## src/rtl/btb_update_ctrl_if.sv

```systemverilog
// Retire-update, flush and BTB write-port signals for btb_update_ctrl.
// The master side is the ROB/BTB environment; the slave side is the controller.
interface btb_update_ctrl_if #(
    parameter int IDX_W = 10,
    parameter int TGT_W = 30
);
    logic              rob_retire_jump0;
    logic [63:0]       rob_retire_pc0;
    logic [63:0]       rob_cre_npc0;
    logic              rob_retire_jump1;
    logic [63:0]       rob_retire_pc1;
    logic [63:0]       rob_cre_npc1;
    logic              flush_req;
    logic              btb_wr_en;
    logic [IDX_W-1:0]  btb_wr_idx;
    logic [TGT_W-1:0]  btb_wr_data;
    logic              btb_wr_valid;
    logic              upd_stall;
    logic              busy;
    logic [15:0]       drop_cnt;

    modport master (
        output rob_retire_jump0, rob_retire_pc0, rob_cre_npc0,
        output rob_retire_jump1, rob_retire_pc1, rob_cre_npc1,
        output flush_req,
        input  btb_wr_en, btb_wr_idx, btb_wr_data, btb_wr_valid,
        input  upd_stall, busy, drop_cnt
    );

    modport slave (
        input  rob_retire_jump0, rob_retire_pc0, rob_cre_npc0,
        input  rob_retire_jump1, rob_retire_pc1, rob_cre_npc1,
        input  flush_req,
        output btb_wr_en, btb_wr_idx, btb_wr_data, btb_wr_valid,
        output upd_stall, busy, drop_cnt
    );
endinterface

```

## src/rtl/btb_update_ctrl.sv

```systemverilog
// Owns the BTB write port: queues up to two retiring jump updates per cycle, drains one per
// cycle, and walks the whole array invalid after reset/flush. Optional: BTB_UPD_COALESCE_EN.
module btb_update_ctrl #(
    parameter int NUM_ENTRIES = 1024,
    parameter int IDX_W       = 10,
    parameter int TGT_W       = 30,
    parameter int QDEPTH      = 4,
    parameter int PTR_W       = 2
) (
    input logic              clock,
    input logic              reset,
    btb_update_ctrl_if.slave bus
);
    typedef enum logic [1:0] {ST_INIT, ST_RUN, ST_FLUSH} state_t;

    state_t           r_state, w_state_nxt;
    logic [IDX_W-1:0] r_walk_cnt, w_walk_nxt;
    logic [IDX_W-1:0] r_q_idx [QDEPTH];
    logic [TGT_W-1:0] r_q_dat [QDEPTH];
    logic [IDX_W-1:0] w_q_idx_nxt [QDEPTH];
    logic [TGT_W-1:0] w_q_dat_nxt [QDEPTH];
    logic [PTR_W-1:0] r_head, r_tail, w_head_nxt, w_tail_nxt;
    logic [PTR_W:0]   r_count, w_count_nxt;
    logic [15:0]      r_drop_cnt;
    logic             r_stall;
    logic [1:0]       w_drops;
    logic             w_flush, w_pop, w_hit;
    logic             w_jmp   [2];
    logic [IDX_W-1:0] w_p_idx [2];
    logic [TGT_W-1:0] w_p_dat [2];
    logic             w_unused_bits;

    function automatic logic [15:0] sat_add16(input logic [15:0] a, input logic [1:0] b);
        logic [16:0] s;
        s = {1'b0, a} + {15'd0, b};
        return s[16] ? 16'hFFFF : s[15:0];
    endfunction

    assign w_jmp[0]   = bus.rob_retire_jump0;
    assign w_jmp[1]   = bus.rob_retire_jump1;
    assign w_p_idx[0] = bus.rob_retire_pc0[IDX_W+1:2];
    assign w_p_idx[1] = bus.rob_retire_pc1[IDX_W+1:2];
    assign w_p_dat[0] = bus.rob_cre_npc0[TGT_W+1:2];
    assign w_p_dat[1] = bus.rob_cre_npc1[TGT_W+1:2];
    assign w_unused_bits = ^{bus.rob_retire_pc0[63:IDX_W+2], bus.rob_retire_pc0[1:0],
                             bus.rob_retire_pc1[63:IDX_W+2], bus.rob_retire_pc1[1:0],
                             bus.rob_cre_npc0[63:TGT_W+2], bus.rob_cre_npc0[1:0],
                             bus.rob_cre_npc1[63:TGT_W+2], bus.rob_cre_npc1[1:0]};

    // A flush in RUN suppresses this cycle's drain so no queued entry reaches the array.
    assign w_flush = (r_state == ST_RUN) && bus.flush_req;
    assign w_pop   = (r_state == ST_RUN) && (r_count != '0) && !bus.flush_req;

    always_ff @(posedge clock) begin
        if (!reset) r_state <= ST_INIT;
        else        r_state <= w_state_nxt;
    end

    always_comb begin
        w_state_nxt      = r_state;
        w_walk_nxt       = r_walk_cnt;
        bus.btb_wr_en    = 1'b0;
        bus.btb_wr_idx   = '0;
        bus.btb_wr_data  = '0;
        bus.btb_wr_valid = 1'b0;
        bus.busy         = 1'b0;
        case (r_state)
            ST_INIT, ST_FLUSH: begin
                bus.btb_wr_en  = 1'b1;
                bus.btb_wr_idx = r_walk_cnt;
                bus.busy       = 1'b1;
                if (r_walk_cnt == IDX_W'(NUM_ENTRIES - 1)) begin
                    w_state_nxt = ST_RUN;
                    w_walk_nxt  = '0;
                end else begin
                    w_walk_nxt = r_walk_cnt + IDX_W'(1);
                end
            end
            default: begin
                if (bus.flush_req) begin
                    w_state_nxt = ST_FLUSH;
                end else if (w_pop) begin
                    bus.btb_wr_en    = 1'b1;
                    bus.btb_wr_idx   = r_q_idx[r_head];
                    bus.btb_wr_data  = r_q_dat[r_head];
                    bus.btb_wr_valid = 1'b1;
                end
            end
        endcase
    end

    // Pushes see the queue after this cycle's pop; slot 0 is applied before slot 1.
    always_comb begin
        w_q_idx_nxt = r_q_idx;
        w_q_dat_nxt = r_q_dat;
        w_head_nxt  = r_head + PTR_W'(w_pop);
        w_tail_nxt  = r_tail;
        w_count_nxt = r_count - (PTR_W+1)'(w_pop);
        w_drops     = '0;
        w_hit       = 1'b0;
        for (int s = 0; s < 2; s++) begin
            w_hit = 1'b0;
`ifdef BTB_UPD_COALESCE_EN
            for (int k = 0; k < QDEPTH; k++) begin
                if (w_jmp[s] && !w_hit && ((PTR_W+1)'(k) < w_count_nxt) &&
                    (w_q_idx_nxt[w_head_nxt + PTR_W'(k)] == w_p_idx[s])) begin
                    w_q_dat_nxt[w_head_nxt + PTR_W'(k)] = w_p_dat[s];
                    w_hit = 1'b1;
                end
            end
`endif
            if (w_jmp[s] && !w_hit) begin
                if (w_count_nxt != (PTR_W+1)'(QDEPTH)) begin
                    w_q_idx_nxt[w_tail_nxt] = w_p_idx[s];
                    w_q_dat_nxt[w_tail_nxt] = w_p_dat[s];
                    w_tail_nxt  = w_tail_nxt + PTR_W'(1);
                    w_count_nxt = w_count_nxt + (PTR_W+1)'(1);
                end else begin
                    w_drops = w_drops + 2'd1;
                end
            end
        end
        if (w_flush) begin
            w_head_nxt  = '0;
            w_tail_nxt  = '0;
            w_count_nxt = '0;
            w_drops     = '0;
        end
    end

    always_ff @(posedge clock) begin
        if (!reset) begin
            r_walk_cnt <= '0;
            r_head     <= '0;
            r_tail     <= '0;
            r_count    <= '0;
            r_drop_cnt <= '0;
            r_stall    <= 1'b0;
        end else begin
            r_walk_cnt <= w_walk_nxt;
            r_head     <= w_head_nxt;
            r_tail     <= w_tail_nxt;
            r_count    <= w_count_nxt;
            r_drop_cnt <= sat_add16(r_drop_cnt, w_drops);
            r_stall    <= (w_count_nxt > (PTR_W+1)'(QDEPTH - 2));
        end
    end

    always_ff @(posedge clock) begin
        r_q_idx <= w_q_idx_nxt;
        r_q_dat <= w_q_dat_nxt;
    end

    assign bus.upd_stall = r_stall;
    assign bus.drop_cnt  = r_drop_cnt;
endmodule

```

## src/flat_wrapper.sv

```systemverilog
// flat-port wrapper written by rule: the top's interface ports become plain ports
module btb_update_ctrl_flat 
#(
    parameter int NUM_ENTRIES = 1024,
    parameter int IDX_W       = 10,
    parameter int TGT_W       = 30,
    parameter int QDEPTH      = 4,
    parameter int PTR_W       = 2
)
  (clock, reset, bus_rob_retire_jump0, bus_rob_retire_pc0, bus_rob_cre_npc0, bus_rob_retire_jump1, bus_rob_retire_pc1, bus_rob_cre_npc1, bus_flush_req, bus_btb_wr_en, bus_btb_wr_idx, bus_btb_wr_data, bus_btb_wr_valid, bus_upd_stall, bus_busy, bus_drop_cnt);
  btb_update_ctrl_if #(.IDX_W(IDX_W), .TGT_W(TGT_W)) bus_i ();
  input logic clock;
  input logic reset;
  input wire logic [$bits(bus_i.rob_retire_jump0)-1:0] bus_rob_retire_jump0;
  input wire logic [$bits(bus_i.rob_retire_pc0)-1:0] bus_rob_retire_pc0;
  input wire logic [$bits(bus_i.rob_cre_npc0)-1:0] bus_rob_cre_npc0;
  input wire logic [$bits(bus_i.rob_retire_jump1)-1:0] bus_rob_retire_jump1;
  input wire logic [$bits(bus_i.rob_retire_pc1)-1:0] bus_rob_retire_pc1;
  input wire logic [$bits(bus_i.rob_cre_npc1)-1:0] bus_rob_cre_npc1;
  input wire logic [$bits(bus_i.flush_req)-1:0] bus_flush_req;
  output wire logic [$bits(bus_i.btb_wr_en)-1:0] bus_btb_wr_en;
  output wire logic [$bits(bus_i.btb_wr_idx)-1:0] bus_btb_wr_idx;
  output wire logic [$bits(bus_i.btb_wr_data)-1:0] bus_btb_wr_data;
  output wire logic [$bits(bus_i.btb_wr_valid)-1:0] bus_btb_wr_valid;
  output wire logic [$bits(bus_i.upd_stall)-1:0] bus_upd_stall;
  output wire logic [$bits(bus_i.busy)-1:0] bus_busy;
  output wire logic [$bits(bus_i.drop_cnt)-1:0] bus_drop_cnt;
  assign bus_i.rob_retire_jump0 = bus_rob_retire_jump0;
  assign bus_i.rob_retire_pc0 = bus_rob_retire_pc0;
  assign bus_i.rob_cre_npc0 = bus_rob_cre_npc0;
  assign bus_i.rob_retire_jump1 = bus_rob_retire_jump1;
  assign bus_i.rob_retire_pc1 = bus_rob_retire_pc1;
  assign bus_i.rob_cre_npc1 = bus_rob_cre_npc1;
  assign bus_i.flush_req = bus_flush_req;
  assign bus_btb_wr_en = bus_i.btb_wr_en;
  assign bus_btb_wr_idx = bus_i.btb_wr_idx;
  assign bus_btb_wr_data = bus_i.btb_wr_data;
  assign bus_btb_wr_valid = bus_i.btb_wr_valid;
  assign bus_upd_stall = bus_i.upd_stall;
  assign bus_busy = bus_i.busy;
  assign bus_drop_cnt = bus_i.drop_cnt;
  btb_update_ctrl #(.NUM_ENTRIES(NUM_ENTRIES), .IDX_W(IDX_W), .TGT_W(TGT_W), .QDEPTH(QDEPTH), .PTR_W(PTR_W)) u_core (.clock(clock), .reset(reset), .bus(bus_i));
endmodule
```

## config.mk

```make
export PLATFORM = sky130hd
export DESIGN_NAME = btb_update_ctrl_flat
export DESIGN_NICKNAME = d
export VERILOG_FILES = /design/src/rtl/btb_update_ctrl_if.sv /design/src/rtl/btb_update_ctrl.sv /design/src/flat_wrapper.sv
export SDC_FILE = /design/constraint.sdc
export NUM_CORES = 1
export LEC_CHECK = 0
export ABC_CLOCK_PERIOD_IN_PS = 6400
export BUFFER_PORTS_ARGS = -buffer_cell sky130_fd_sc_hd__buf_2
export CAP_MARGIN = 5
export CORE_MARGIN = 1
export CORE_UTILIZATION = 54
export CTS_BUF_LIST = sky130_fd_sc_hd__clkbuf_2 sky130_fd_sc_hd__clkbuf_4 sky130_fd_sc_hd__clkbuf_8
export DETAILED_ROUTE_END_ITERATION = 10
export GPL_ROUTABILITY_DRIVEN = 0
export PLACE_DENSITY = 0.83
export SYNTH_ARGS = -nofsm -noshare
export SYNTH_HDL_FRONTEND = slang
export SYNTH_SLANG_ARGS = --single-unit
```

## constraint.sdc

```tcl
create_clock -name clock -period 6.4 [get_ports clock]
set_input_delay 0.32 -clock clock [delete_from_list [all_inputs] [get_ports clock]]
set_output_delay 0.32 -clock clock [all_outputs]
set_load 0.02 [all_outputs]
```

==> After elaboration in Yosys (flattened, before gate mapping) <==
Cells that the tools add are included.
{ "word_totals": {"romBits": 0, "ff_bits": 196, "latchBits": 0, "in_bits": 261, "out_inout_bits": 60, "memories": 0, "word_cells": 108, "ram_bits": 0} }
{ "op_classes": {"n_eq_ne": 6, "n_shift": 0, "n_reduce_logical": 12, "magnitude_cmp": 6, "bitwise": 4, "mul": 0, "div": 0, "n_mux": 56, "addsub": 9} }
{ "ops": {"columns": ["op", "count"], "rows": [
  ["120-bit two-way mux", 4],
  ["120-bit bitwise mux", 2],
  ["30-bit two-way mux", 7],
  ["40-bit two-way mux", 4],
  ["30-bit demux with 2-bit select", 2],
  ["40-bit bitwise mux", 2],
  ["10-bit two-way mux", 8],
  ["30-bit binary-select mux with 2-bit select", 1],
  ["10-bit demux with 2-bit select", 2],
  ["2-bit two-way mux", 11],
  ["10-bit binary-select mux with 2-bit select", 1],
  ["16-bit by 2-bit adder with 17-bit output", 1],
  ["16-bit two-way mux", 1],
  ["3-bit two-way mux", 5],
  ["10-bit by 1-bit adder with 10-bit output, second input constant", 1],
  ["10-bit equality test, second input constant", 1],
  ["3-bit >= comparator, second input constant", 3],
  ["2-bit NOT with 3-bit output", 3],
  ["2-bit by 1-bit adder with 2-bit output, second input constant", 3],
  ["3-bit by 1-bit adder with 3-bit output, second input constant", 2],
  ["3-bit by 1-bit < comparator with 1-bit output, second input constant", 2],
  ["1-bit two-way mux", 6],
  ["3-bit inequality test, second input constant", 2],
  ["1-bit logical AND", 5],
  ["13 further kinds", 14]
]} }

==> Depth between registers and ports, before layout <==
{ "depth": {"depth_word": 15, "ltp_mapped": 21, "ltp_nobuf": 20} }

==> Worst setup path after synthesis <==
Ideal clock, no wire load.
{ "synth_path": {"path_type": "register to register", "start": "register u_core.r_state[0]", "end": "register u_core.r_drop_cnt[10], in the netlist u_core.bus.drop_cnt[10]", "path_stages_with_launch": 22, "setup_ns": 0.071, "arrival_time_ns": 4.664, "required_ns": 6.329, "synth_period_minus_slack_ns": 4.734, "n_path_buf": 3, "slack_ns": 1.666, "cell_sequence": "dfxtp_1 inv_1 nor4_2 clkbuf_1 ha_1 ha_1 xnor2_2 nor2_1 or2_2 clkbuf_1 ha_1 and2_1 ha_1 mux2_2 and2_1 ha_1 inv_1 fa_1 nor3_2 nand3_1 clkbuf_1 a21oi_1"} }
{ "synth_via": {"elab_chain_len": 13, "elab_cells_between_ends": 18, "cone_classes": "add/sub: 4; eq/ne: 3; mux: 8; reduce/logical: 3"} }
{ "synth_rtl": {"columns": ["element", "line_no", "source"], "rows": [
  ["from (decl)", "btb_update_ctrl.sv:16", "state_t r_state, w_state_nxt;"],
  ["from (signal assigned)", "btb_update_ctrl.sv:56", "else r_state <= w_state_nxt;"],
  ["2-bit by 1-bit equality test with 1-bit output (*)", "btb_update_ctrl.sv:51, btb_update_ctrl.sv:52", null],
  ["1-bit logical AND (2 in a row)", "btb_update_ctrl.sv:52", "assign w_pop = (r_state == ST_RUN) && (r_count != '0) && !bus.flush_req;"],
  ["3-bit by 1-bit subtractor with 3-bit output", "btb_update_ctrl.sv:98", "w_count_nxt = r_count - (PTR_W+1)'(w_pop);"],
  ["3-bit by 1-bit adder with 3-bit output / 3-bit inequality test (equally long branches)", "btb_update_ctrl.sv:117, btb_update_ctrl.sv:113", null],
  ["3-bit two-way mux / 1-bit two-way mux (equally long branches)", "btb_update_ctrl.sv:113", "if (w_count_nxt != (PTR_W+1)'(QDEPTH)) begin"],
  ["3-bit two-way mux / 2-bit two-way mux (equally long branches)", "btb_update_ctrl.sv:112", "if (w_jmp[s] && !w_hit) begin"],
  ["3-bit inequality test / 2-bit by 1-bit adder with 2-bit output (equally long branches)", "btb_update_ctrl.sv:113, btb_update_ctrl.sv:119", null],
  ["2-bit two-way mux", "btb_update_ctrl.sv:113", null],
  ["2-bit two-way mux", "btb_update_ctrl.sv:112", null],
  ["2-bit two-way mux (*)", "btb_update_ctrl.sv:123", "if (w_flush) begin"],
  ["16-bit by 2-bit adder with 17-bit output (*)", "btb_update_ctrl.sv:35", "s = {1'b0, a} + {15'd0, b};"],
  ["16-bit two-way mux (*)", "btb_update_ctrl.sv:36", "return s[16] ? 16'hFFFF : s[15:0];"],
  ["to (signal assigned)", "btb_update_ctrl.sv:144", "r_drop_cnt <= sat_add16(r_drop_cnt, w_drops);"],
  ["to (decl)", "btb_update_ctrl.sv:24", "logic [15:0] r_drop_cnt;"]
]} }
Mark *: on every way between the ends. The rest lies on a longest branch, timed or not.
A chain may end at the register's enable or synchronous reset.

==> Worst setup path after layout <==
Same ends and word-level chain as after synthesis.

==> metrics.md <==
| Metric | Value |
|---|---|
| Status | finished, final reports clean |
| RSZ-0062 raised after global routing | false |
| Fin crit period | 5180 ps |
| Clock Skew | 14.0 ps |
| Synth Cell Area | 0.0107 mm² |
| DP Area | 0.0112 mm² |
| Pwr dens | 408 mW/mm² |
| EDFF count, synth | 0 |
| TritonCTS Buffers | 17 |
| Die area | 0.0203 mm² |
| Vias in the first global route | 7495 |
| Hold Path Class | primary input to flop |
| Root Buffer | clkbuf_8 |
| Layout overhead on the synthesized area | 8.83% |
| Synth Warn # | 0 |
| First-pass GRT wire length | 38.6 mm |
| Final core utilization | 59.9% |
| GRT Util Overall | 24.5% |
| Post-DP HPWL | 15.9 mm |
| Wire length per cell | 17.5 µm |
| Post-synthesis cell count | 1023 |
| Startpoint types | flop |
| Routed via count | 7763 |
| Starting Density | 55.1% |
| Average size of a mapped cell | 10.4 µm² |
| Worst VDD drop | 228 µV |
| Die height | 143 µm |
| Setup TNS | 0 ps |
| Largest net degree at the start of global routing | 49 |
| Remaining DRCs | 0 |
| Switching share of power | 35.0% |
| Sequential fraction of the synthesis area | 36.7% |
| Share of layout cells above drive strength 1 | 35.6% |
| Vias per cell | 5.52 |
| CTS Buffer Depth | 2 |
| Die width | 143 µm |
| # hold bufs at CTS | 0 |
| Fraction of power consumed by sequential logic | 43.2% |
| Final worst path period share | 80.9% |
| LEAKAGE | 4.51 nW |
| Reg-to-Reg Start | u_core.r_state[0] |
| Final instance area | 0.0116 mm² |
| CP required | 6800 ps |
| Final setup fails | 0 |
| Slew HR | 30.8% |
| ANT nets after route | 0 |
| DR pass1 iterations | 5 |
| Commonest non-fill, non-tap cell in the layout | dfxtp_1 |
| CTS tree | yes |
| Filler cells | 1662 |
| Clock slew at reported path FFs | 110 ps |
| CP arrival | 5570 ps |
| Initial antenna violation count | 4 |
| Setup Buffers After CTS | 0 |
| FMAX | 0.193 GHz |
| Grt total ovfl | 0 |
| Core area | 0.0194 mm² |
| DRT iter0 DRCs | 422 |
| Comb power frac | 38.8% |
| Critical-path maximum fanout | 16 |
| Yosys cell types | 51 |
| Synth async-reset ratio | 0% |
| Post-Syn Nets | 1303 |
| Rows | 51 |
| Commonest non-fill, non-tap cells in the layout | dfxtp_1, nor2_1, mux2i_1 |
| Clock Latency Late Sink | 470 ps |
| Most used DFF post-synth | dfxtp_1 |
| Io pins | 321 |
| Post_cts resized | 0 |
| CP endpoint kind | flop |
| H-tree levels | 4 |
| Max-Cap Viols | 0 |
| Pint | 3.08 mW |
| Min-delay src | bus_rob_retire_pc1[4] |
| Switch Pwr | 1.66 mW |
| Layout Nets | 1406 |
| Worst setup path start | u_core.r_state[0] |
| Flops & latches, synth | 196 |
| # clock sinks | 196 |
| Hold Violations, Final | 0 |
| Max-slew violation count | 0 |
| CP Class | flop to flop |
| Final WL | 24.6 mm |
| Number of port buffers | 144 |
| Worst hold slack | 132 ps |
| Clock Power Share | 18.1% |
| Worst slew pin tran | 1040 ps |
registers in the layout, summed over array words and instances, names as in the netlist:
name                  flops
u_core.bus.drop_cnt      16
u_core.r_q_dat          120
u_core.r_walk_cnt        10
u_core.r_state            2
u_core.r_head             2
u_core.r_tail             2
u_core.bus.upd_stall      1
u_core.r_count            3
u_core.r_q_idx           40
worst max-delay path, stage by stage (launching register included):
cell and delay [ps]:
dfxtp_1 480, inv_1 320, nor4_4 370, ha_1 200, ha_1 210, xnor2_2 220
nor2_1 120, or2_2 350, ha_1 240, and2_1 150, ha_1 260, mux2_2 130
and2_1 120, ha_1 160, inv_1 60, fa_1 490, nor3_2 470, nand3_1 500
a21oi_1 280
metal layers:
| metal | share of wire, % | GRT usage (%) |
|---|---|---|
| met1 | 45 | 32.6 |
| met2 | 47 | 39.7 |
| met3 | 6.3 | 6.20 |
| met4 | 0.78 | 6.23 |
| met5 | 0.10 | 0 |
cell type report:
type	count	area, µm²	share of cell area (%)
repair buffers	155	803	6.91
well taps	265	332	2.85
clock buffers	18	241	2.08
inverters	23	86.3	0.743
diodes	2	5.00	0.0430
flip-flops and latches	196	3930	33.8
multi-input cells	733	6060	52.1
clock inverters	14	175	1.51
stage by stage:
step | instances | total power [mW] | worst slack, ps
2_1_floorplan | 1023 | 3.63 | 1670
3_3_place_gp | 1372 | 3.79 | 1410
3_5_place_dp | 1372 | 3.89 | 1280
4_1_cts | 1404 | 4.74 | 1250
5_1_grt | 1405 | 5.02 | 861
6_report | 1406 | 4.74 | 1220
synth_stat cells (all sizes together) (4+ instances only):
library cell | n | area [µm²]
a21oi | 181 | 1510
a22o | 9 | 78.8
xnor2 | 14 | 130
nand3 | 13 | 115
nand2 | 23 | 88.8
dfxtp | 196 | 3920
inv | 23 | 86.3
xor2 | 8 | 70.1
mux4 | 40 | 901
clkbuf | 30 | 273
ha | 18 | 225
buf | 41 | 372
and3 | 4 | 25.0
nor2 | 181 | 689
mux2i | 161 | 1610
nor3 | 7 | 40.0
nand4 | 4 | 25.0
and2 | 33 | 206
power by group through the flow:
stage                     registers, mW  clock network, mW  logic [mW]
after floorplan                    1.98                  0        1.65
after global placement             2.04                  0        1.75
after detailed placement           2.06                  0        1.83
after CTS                          2.04              0.871        1.83
after global routing               2.11              0.924        1.99
final                              2.05              0.856        1.84
logic make-up (layout without fill, tap and decap cells):
kind of cell    Yosys count  after routing  share of synthesized area (%)
xor+xnor                 22             22                           1.87
mux                     204            204                           23.8
other cells               0              2                              0
simple gates            280            280                           12.2
flops                   196            196                           36.7
fa+ha+maj                19             19                           2.30
buf+inv                  94            210                           6.84
compound gates          208            208                           16.3
path summary, 6_finish.rpt:
kind	to	slack, ps	cells past startpoint
max	u_core.bus.drop_cnt[10]	1220	18
min	u_core.r_q_idx[12]	130	3
max reg2reg	u_core.bus.drop_cnt[10]	1220	18
min reg2reg	u_core.r_walk_cnt[6]	530	2
Power figures use the tool's default switching activity.
